--- src/rtl/adder_control_unit.sv ---
// Sequencing FSM for the 32-bit adder datapath: conditions the Enter button
// and steps operand loading, the ready wait and result display pages.
module adder_control_unit #(
  parameter int NBYTES      = 4,
  parameter int SYNC_STAGES = 2,
  parameter int RDY_TIMEOUT = 16,
  localparam int IW = (NBYTES > 1) ? $clog2(NBYTES) : 1,
  localparam int TW = (RDY_TIMEOUT > 1) ? $clog2(RDY_TIMEOUT) : 1
) (
  input  logic          clk,
  input  logic          reset,
  input  logic          enter_btn,
  input  logic          clear,
  input  logic          inputdata_ready,
  output logic          loaddata,
  output logic          enter_pulse,
  output logic [IW-1:0] byte_idx,
  output logic [2:0]    state_code,
  output logic          error
);

  localparam logic [2:0] S_LOADA = 3'd0;
  localparam logic [2:0] S_LOADB = 3'd1;
  localparam logic [2:0] S_WAIT  = 3'd2;
  localparam logic [2:0] S_SHOW  = 3'd3;
  localparam logic [2:0] S_ERR   = 3'd4;

  localparam logic [IW-1:0] LAST_IDX = IW'(NBYTES - 1);
  localparam logic [TW-1:0] LAST_TMO = TW'(RDY_TIMEOUT - 1);

  logic [SYNC_STAGES-1:0] ens_q;
  logic [SYNC_STAGES-1:0] clrs_q;
  logic                   enter_prev_q;
  logic                   pulse_q, pulse_d;
  logic [2:0]             state_q, state_d;
  logic [IW-1:0]          idx_q, idx_d;
  logic [TW-1:0]          tmo_q, tmo_d;

  logic enter_s;
  logic clr_s;
  logic enter_edge;
  logic fwd_state;

  assign enter_s    = ens_q[SYNC_STAGES-1];
  assign clr_s      = clrs_q[SYNC_STAGES-1];
  assign enter_edge = enter_s & ~enter_prev_q;
  assign fwd_state  = (state_q == S_LOADA) ||
                      (state_q == S_LOADB) ||
                      (state_q == S_SHOW);

  // Edges in WAIT/ERR are swallowed; clear always wins over a pulse.
  assign pulse_d = enter_edge & fwd_state & ~clr_s;

  always_comb begin
    state_d = state_q;
    idx_d   = idx_q;
    tmo_d   = tmo_q;
    if (clr_s) begin
      state_d = S_LOADA;
      idx_d   = '0;
      tmo_d   = '0;
    end else begin
      unique case (state_q)
        S_LOADA: if (pulse_q) begin
          if (idx_q == LAST_IDX) begin
            state_d = S_LOADB;
            idx_d   = '0;
          end else begin
            idx_d = idx_q + IW'(1);
          end
        end
        S_LOADB: if (pulse_q) begin
          if (idx_q == LAST_IDX) begin
            state_d = S_WAIT;
            idx_d   = '0;
            tmo_d   = '0;
          end else begin
            idx_d = idx_q + IW'(1);
          end
        end
        S_WAIT: begin
          tmo_d = tmo_q + TW'(1);
          if (inputdata_ready) begin
            state_d = S_SHOW;
            idx_d   = '0;
          end else if (tmo_q == LAST_TMO) begin
            state_d = S_ERR;
          end
        end
        S_SHOW: if (pulse_q) begin
          idx_d = (idx_q == LAST_IDX) ? '0 : idx_q + IW'(1);
        end
        S_ERR: if (enter_edge) begin
          state_d = S_LOADA;
          idx_d   = '0;
        end
        default: begin
          state_d = S_LOADA;
          idx_d   = '0;
          tmo_d   = '0;
        end
      endcase
    end
  end

  always_ff @(posedge clk or posedge reset) begin
    if (reset) begin
      ens_q        <= '0;
      clrs_q       <= '0;
      enter_prev_q <= 1'b0;
      pulse_q      <= 1'b0;
      state_q      <= S_LOADA;
      idx_q        <= '0;
      tmo_q        <= '0;
    end else begin
      ens_q        <= {ens_q[SYNC_STAGES-2:0], enter_btn};
      clrs_q       <= {clrs_q[SYNC_STAGES-2:0], clear};
      enter_prev_q <= enter_s;
      pulse_q      <= pulse_d;
      state_q      <= state_d;
      idx_q        <= idx_d;
      tmo_q        <= tmo_d;
    end
  end

  assign loaddata    = (state_q == S_LOADA) || (state_q == S_LOADB);
  assign error       = (state_q == S_ERR);
  assign state_code  = state_q;
  assign byte_idx    = idx_q;
  assign enter_pulse = pulse_q;

endmodule

--- config.mk ---
export PLATFORM = sky130hd
export DESIGN_NAME = adder_control_unit
export DESIGN_NICKNAME = d
export VERILOG_FILES = /design/src/rtl/adder_control_unit.sv
export SDC_FILE = /design/constraint.sdc
export NUM_CORES = 1
export LEC_CHECK = 0
export ABC_CLOCK_PERIOD_IN_PS = 2400
export CAP_MARGIN = 15
export CORE_MARGIN = 8
export CORE_UTILIZATION = 53
export CTS_BUF_LIST = sky130_fd_sc_hd__clkbuf_16
export DETAILED_ROUTE_END_ITERATION = 16
export PLACE_DENSITY_LB_ADDON = 0.08
export SLEW_MARGIN = 15
export SYNTH_ARGS = -nofsm -noshare
export SYNTH_HDL_FRONTEND = slang
export SYNTH_SLANG_ARGS = --single-unit
--- constraint.sdc ---
create_clock -name clk -period 2.4 [get_ports clk]
set_clock_uncertainty 0.05 [all_clocks]
set_input_delay 0.48 -clock clk [delete_from_list [all_inputs] [get_ports clk]]
set_output_delay 0.48 -clock clk [all_outputs]
set_load 0.1 [all_outputs]
==> results of run 1 <==
==> power breakdown <==
part	switching [W]	leakage (nW)	total, W	internal (W)
registers	0.0000143	0.191	0.000281	0.000267
clock network	0.0000904	0.0423	0.000310	0.000220
logic	0.0000882	0.159	0.000117	0.0000290
total	0.000193	0.393	0.000708	0.000516
==> Yosys cell counts, types with 2 or more instances <==
master and number:
dfrtp_1 15, inv_1 4, a21oi_1 2, a22o_1 2
a31oi_1 2, buf_6 2, ha_1 2, nand2b_1 2
nand3b_1 2, nor2_1 2, nor4_1 2, o211ai_1 2
or2b_1 2
==> final cells by class <==
cell class	count	share of cell area, %
Sequential cell	15	41.1
Multi-Input combinational cell	38	34.6
Timing Repair Buffer	12	12.2
Clock buffer	3	8.13
Tap cell	15	2.03
Inverter	4	1.63
Clock inverter	1	0.407
==> placed cells by master (no fill, tap or decap), drive strengths merged, types with 2 or more instances in the layout <==
| master | count |
|---|---|
| dfrtp | 15 |
| o211ai | 2 |
| or2b | 2 |
| nor4 | 2 |
| buf | 8 |
| nor2 | 2 |
| nand3b | 2 |
| ha | 2 |
| a22o | 2 |
| inv | 5 |
| a21oi | 2 |
| clkbuf | 3 |
| clkdlybuf4s50 | 4 |
| a31oi | 2 |
| nand2b | 2 |
==> worst max-delay path: stages (launching register included) <==
cell and delay (ns):
dfrtp_2 0.50, nor3b_4 0.28, buf_12 0.21
==> through the flow <==
| stage | instances | util, % | hold WS (ns) | cell area, sq um | power [W] |
|---|---|---|---|---|---|
| floorplan | 60 | - | 0.281 | 741 | 0.000371 |
| detailed placement | 84 | 65.7 | 0.287 | 845 | 0.000404 |
| CTS | 88 | 71.9 | 0.297 | 923 | 0.000716 |
| global route | 88 | 71.9 | 0.304 | 923 | 0.000741 |
| finish | 88 | 71.9 | 0.294 | 923 | 0.000708 |
| global placement | 84 | 65.7 | 0.283 | 845 | 0.000400 |
==> sequential cells by signal, summed over array words and instances (netlist names) <==
signal / flops
byte_idx: 2
clrs_q: 2
ens_q: 2
enter_prev_q: 1
enter_pulse: 1
state_code: 3
tmo_q: 4
==> logic make-up after synthesis <==
| kind of cell | after synthesis | share of synthesized area [%] |
|---|---|---|
| and+or+nand+nor | 19 | 20.1 |
| buffers and inverters | 7 | 5.84 |
| DFF | 15 | 51.5 |
| AOI/OAI and AO/OA | 15 | 16.5 |
| muxes | 1 | 1.37 |
| xor gates and xnor gates | 1 | 1.20 |
| adders and majority gates | 2 | 3.44 |
==> layer usage <==
layer | vias to the layer above | GRT usage [%] | part of all wire [%]
li1 | 253 | - | -
met1 | 268 | 15.0 | 42
met2 | 21 | 19.9 | 48
met3 | 5 | 6.16 | 7.8
met4 | 0 | 5.04 | 2.0
met5 | - | 0 | 0
==> how the worst max path moves through the flow <==
stage               slack (ns)       endpoint             from  depth (start not counted)
global placement          0.86  state_code[0]  inputdata_ready                          4
detailed placement        0.85  state_code[0]  inputdata_ready                          4
CTS                       0.63          error    state_code[0]                          2
global route              0.60          error    state_code[0]                          2
floorplan                 0.02    byte_idx[1]    state_code[2]                          4
finish                    0.63          error    state_code[0]                          2
==> impl_metrics.py, run 1 <==
metrics = {
    "layout": {
        "syn_to_final_growth_pct": 26.8,
        "fill_cells": 89,
        "final-seq-area_sq_um": 379,
        "drive_above_1_share_pct": 28.8,
        "fin_nets": 81,
        "num_antenna_cells": 0,
        "multi_input_area_sq_um": 319,
    },
    "synthesis": {
        "syn_area_sq_um": 728,
        "yosysUniqueCellTypes": 32,
        "ys.flop_type": "dfrtp_1",
        "synth_top_area_share_pct": 51.5,
        "async_flop_share_pct": 100,
        "yosysWarningCount": 0,
        "synth_edf_count": 0,
        "synth_nets": 67,
        "yosysTopAreaCell": "dfrtp_1",
        "synth_area_leaders": "dfrtp_1, ha_1, buf_6",
        "seq_area_frac_synth_pct": 51.5,
        "synth_cells": 60,
        "avgSynthCellArea_sq_um": 12.1,
        "ys_ff_latch": 15,
    },
    "global_route": {
        "grt_pass1_vias": 577,
        "grt_pass1_wl_um": 2680,
        "grt_max_degree": 16,
        "grt_overflow": 0,
        "antenna_found_initial": 0,
        "grt.total_usage_pct": 12.9,
    },
    "die": {
        "placementRows": 13,
        "io_pins": 13,
        "die_h_um": 53.1,
        "die_w_um": 53.1,
        "die-area_sq_mm": 0.00282,
        "core_area_sq_mm": 0.00128,
        "start_util_pct": 56.7,
    },
    "sta": {
        "tightest_slew_ns": 0.536,
        "period_needed_ns": 1.77,
        "slew_headroom_pct": 64.2,
        "rsz0062_at_grt": "false",
        "finalCritPeriodShare_pct": 73.6,
        "maxSlewViolCount": 0,
        "worst_slack_ns": 0.634,
        "final_hold_viol_count": 0,
        "setup_viol": 0,
        "setup-tns-final_ns": 0,
        "fmax_ghz": 0.566,
    },
    "placement": {
        "gp_congestion": 0.772,
        "dpl.hpwl_um": 1080,
        "io_buffers": 12,
        "pre_cts_ws_ns": 0.851,
    },
    "critical_path": {
        "worstSetupPathType": "register to primary output",
        "r2r_cells": 4,
        "cp.required_ns": 1.87,
        "regToRegSetupSlack_ns": 0.86,
        "crit_arrival_ns": 1.24,
        "worst_setup_path_end_kind": "primary output",
        "crit-reg2reg-launch": "byte_idx[0]",
        "r2r-end": "tmo_q[2]",
        "crit_fanout": 11,
        "startpoint_type": "register",
    },
    "hold_path": {
        "hp-start": "ens_q[0]",
        "whs_endpoint": "ens_q[1]",
        "min_path_cells": 0,
        "hp-class": "register to register",
    },
    "clocking": {
        "ctsHtreeMaxLevel": 1,
        "cts_tree": "built",
        "insertion_delay_ns": 0.24,
        "cts.hold.buffers_added": 0,
        "post-cts-setup-buffer-count": 0,
        "clockBufferDepth": 2,
        "clk_pin_slew_ns": 0.05,
        "cts_resized": 0,
        "root_buffer": "clkbuf_16",
        "tritoncts.num_buffers": 3,
        "clkSinkCount": 15,
    },
    "outcome": {
        "status": "finished, final reports clean",
    },
    "pwr": {
        "p_per_area_mw_per_mm2": 767,
        "vdd_drop_max_uv": 748,
        "leakagePower_nw": 0.393,
    },
    "route": {
        "drt-initial-drc-count": 19,
        "vias": 547,
        "post-route-drc-count": 0,
        "viasPerCell": 6.22,
        "dr.pass1.iters": 4,
        "wl_per_cell_um": 16.8,
        "antenna_left": 0,
        "routed_wl_um": 1480,
    },
    "flow_run": {
        "drv_cap": 0,
    },
}
No activity file was read; power rests on OpenSTA's default activity.
==> inputs of run 2 (changes only) <==
--- a/config.mk
+++ b/config.mk
@@ -5,10 +5,11 @@
 export SDC_FILE = /design/constraint.sdc
 export NUM_CORES = 1
 export LEC_CHECK = 0
-export ABC_CLOCK_PERIOD_IN_PS = 2400
+export ABC_CLOCK_PERIOD_IN_PS = 1600
 export CAP_MARGIN = 15
+export CORE_ASPECT_RATIO = 1.25
 export CORE_MARGIN = 8
-export CORE_UTILIZATION = 53
+export CORE_UTILIZATION = 44
 export CTS_BUF_LIST = sky130_fd_sc_hd__clkbuf_16
 export DETAILED_ROUTE_END_ITERATION = 16
 export PLACE_DENSITY_LB_ADDON = 0.08
==> constraint.sdc (replaced) <==
create_clock -name clk -period 1.6 [get_ports clk]
set_clock_uncertainty 0.05 [all_clocks]
set_input_delay 0.32 -clock clk [delete_from_list [all_inputs] [get_ports clk]]
set_output_delay 0.32 -clock clk [all_outputs]
set_load 0.1 [all_outputs]
==> run 2 against run 1 <==
Net effect:
- sequential power increased by 52%
- register-to-register slack worse by 0.80 ns
- cell count increased by 14%
- highest routed layer unchanged
==> impl_metrics.py, run 2 (synthesis results as in run 1) <==
metrics = {
    "sta": {
        "whs_ns": 0.297,
        "slew_headroom_pct": 77.9,
        "rsz0062_at_grt": "true",
        "finalCritPeriodShare_pct": 99.4,
        "maxSlewViolCount": 0,
        "fmax_ghz": 0.629,
        "tightest_slew_ns": 0.331,
        "worst_slack_ns": 0.00914,
        "final_hold_viol_count": 0,
        "setup_viol": 0,
        "period_needed_ns": 1.59,
    },
    "route": {
        "post-route-drc-count": 0,
        "antenna_left": 0,
        "drt-initial-drc-count": 5,
        "routed_wl_um": 1490,
        "dr.pass1.iters": 4,
        "vias": 560,
        "wl_per_cell_um": 14.9,
        "viasPerCell": 5.60,
    },
    "global_route": {
        "grt_pass1_wl_um": 2470,
        "grt.total_usage_pct": 10.2,
        "grt_overflow": 0,
        "antenna_found_initial": 0,
        "grt_pass1_vias": 579,
        "grt_max_degree": 16,
    },
    "pwr": {
        "seqPwrFrac_pct": 37.7,
        "vdd_drop_max_uv": 897,
        "pwr-share-comb_pct": 19.5,
        "swShare_pct": 27.2,
        "leakagePower_nw": 0.458,
        "p_int_w": 0.000822,
        "p_per_area_mw_per_mm2": 1020,
        "clkPwrFrac_pct": 42.8,
        "p_switching_w": 0.000307,
    },
    "hold_path": {
        "min_path_cells": 0,
        "hp-start": "ens_q[0]",
        "hp-class": "register to register",
        "whs_endpoint": "ens_q[1]",
    },
    "critical_path": {
        "regToRegSetupSlack_ns": 0.06,
        "r2r-end": "tmo_q[2]",
        "startpoint_type": "register",
        "worstSetupStartpoint": "state_code[0]",
        "r2r_cells": 4,
        "crit_fanout": 2,
        "worst_setup_path_end_kind": "primary output",
        "crit-reg2reg-launch": "state_code[0]",
        "worstSetupPathType": "register to primary output",
        "cp.required_ns": 1.23,
        "crit_arrival_ns": 1.22,
    },
    "die": {
        "die_h_um": 61.5,
        "die-area_sq_mm": 0.00322,
        "start_util_pct": 46.6,
        "io_pins": 13,
        "placementRows": 16,
        "die_w_um": 52.4,
        "core_area_sq_mm": 0.00156,
    },
    "clocking": {
        "clkSinkCount": 15,
        "clockBufferDepth": 2,
        "clk_pin_slew_ns": 0.05,
        "tritoncts.num_buffers": 3,
        "cts_tree": "built",
        "ctsHtreeMaxLevel": 1,
        "root_buffer": "clkbuf_16",
        "insertion_delay_ns": 0.24,
        "cts.hold.buffers_added": 0,
    },
    "outcome": {
        "status": "finished, final reports clean",
    },
    "placement": {
        "dpl.hpwl_um": 1080,
        "pre_cts_ws_ns": 0.139,
        "gp_congestion": 0.751,
        "dp.cells": 90,
        "io_buffers": 12,
    },
    "layout": {
        "final_cells": 100,
        "final_common_cell": "dfrtp_1",
        "num_antenna_cells": 0,
        "fin_nets": 90,
        "largest_reg_flops": 4,
        "syn_to_final_growth_pct": 51.5,
        "final_cell_mix": "dfrtp_1, buf_4, buf_12, inv_1, clkdlybuf4s50_1",
        "top_register": "tmo_q",
        "drive_above_1_share_pct": 39.0,
    },
    "flow_run": {
        "drv_cap": 0,
    },
}
==> run 2: through the flow <==
| stage | cell area (sq um) | util (%) | TNS (ns) | total power, W |
|---|---|---|---|---|
| floorplan | 756 | - | -3.90 | 0.000559 |
| detailed placement | 967 | 61.9 | 0 | 0.000654 |
| global route | 1100 | 70.7 | -0.0274 | 0.00118 |
| CTS | 1090 | 70.1 | 0 | 0.00114 |
| finish | 1100 | 70.7 | 0 | 0.00113 |
| global placement | 967 | 61.9 | 0 | 0.000650 |
==> run 2: layout make-up <==
type	instances	area (sq um)
fillers	99	458
multi-input cells	38	328
inverters	4	15.0
flip-flops and latches	15	388
clock inverters	1	7.51
well taps	18	22.5
clock buffers	3	75.1
repair buffers	21	268
==> run 2: worst max-delay path, stage by stage (launching register included) <==
cell and delay [ns]:
dfrtp_4 0.49, nor3b_4 0.27, buf_12 0.21
==> run 2: timing repair <==
action                     CTS  global route
pin swaps                    1             1
buffers inserted             6             0
setup endpoints to repair    1             3
resized for setup            0             1
==> run 2: how the worst max path moves through the flow <==
stage                       end  depth (start not counted)
global placement       tmo_q[2]                          4
CTS                       error                          2
floorplan           byte_idx[1]                          4
detailed placement     tmo_q[2]                          4
finish                    error                          2
global route              error                          2
==> run 2: power by group through the flow <==
stage          Clock, W  Sequential, W  Combinational (W)
6_report       0.000484       0.000426           0.000220
3_5_place_dp          0       0.000432           0.000222
5_1_grt        0.000516       0.000430           0.000231
4_1_cts        0.000495       0.000425           0.000223
3_3_place_gp          0       0.000430           0.000220
2_1_floorplan         0       0.000524          0.0000356
==> run 2: per-layer routing <==
| metal | GRT usage (%) | share of wire [%] | vias to the layer above |
|---|---|---|---|
| met5 | 0 | 0 | - |
| met4 | 5.56 | 1.5 | 0 |
| met3 | 2.42 | 5.9 | 3 |
| met2 | 17.3 | 48 | 14 |
| met1 | 11.3 | 44 | 274 |
| li1 | - | - | 269 |
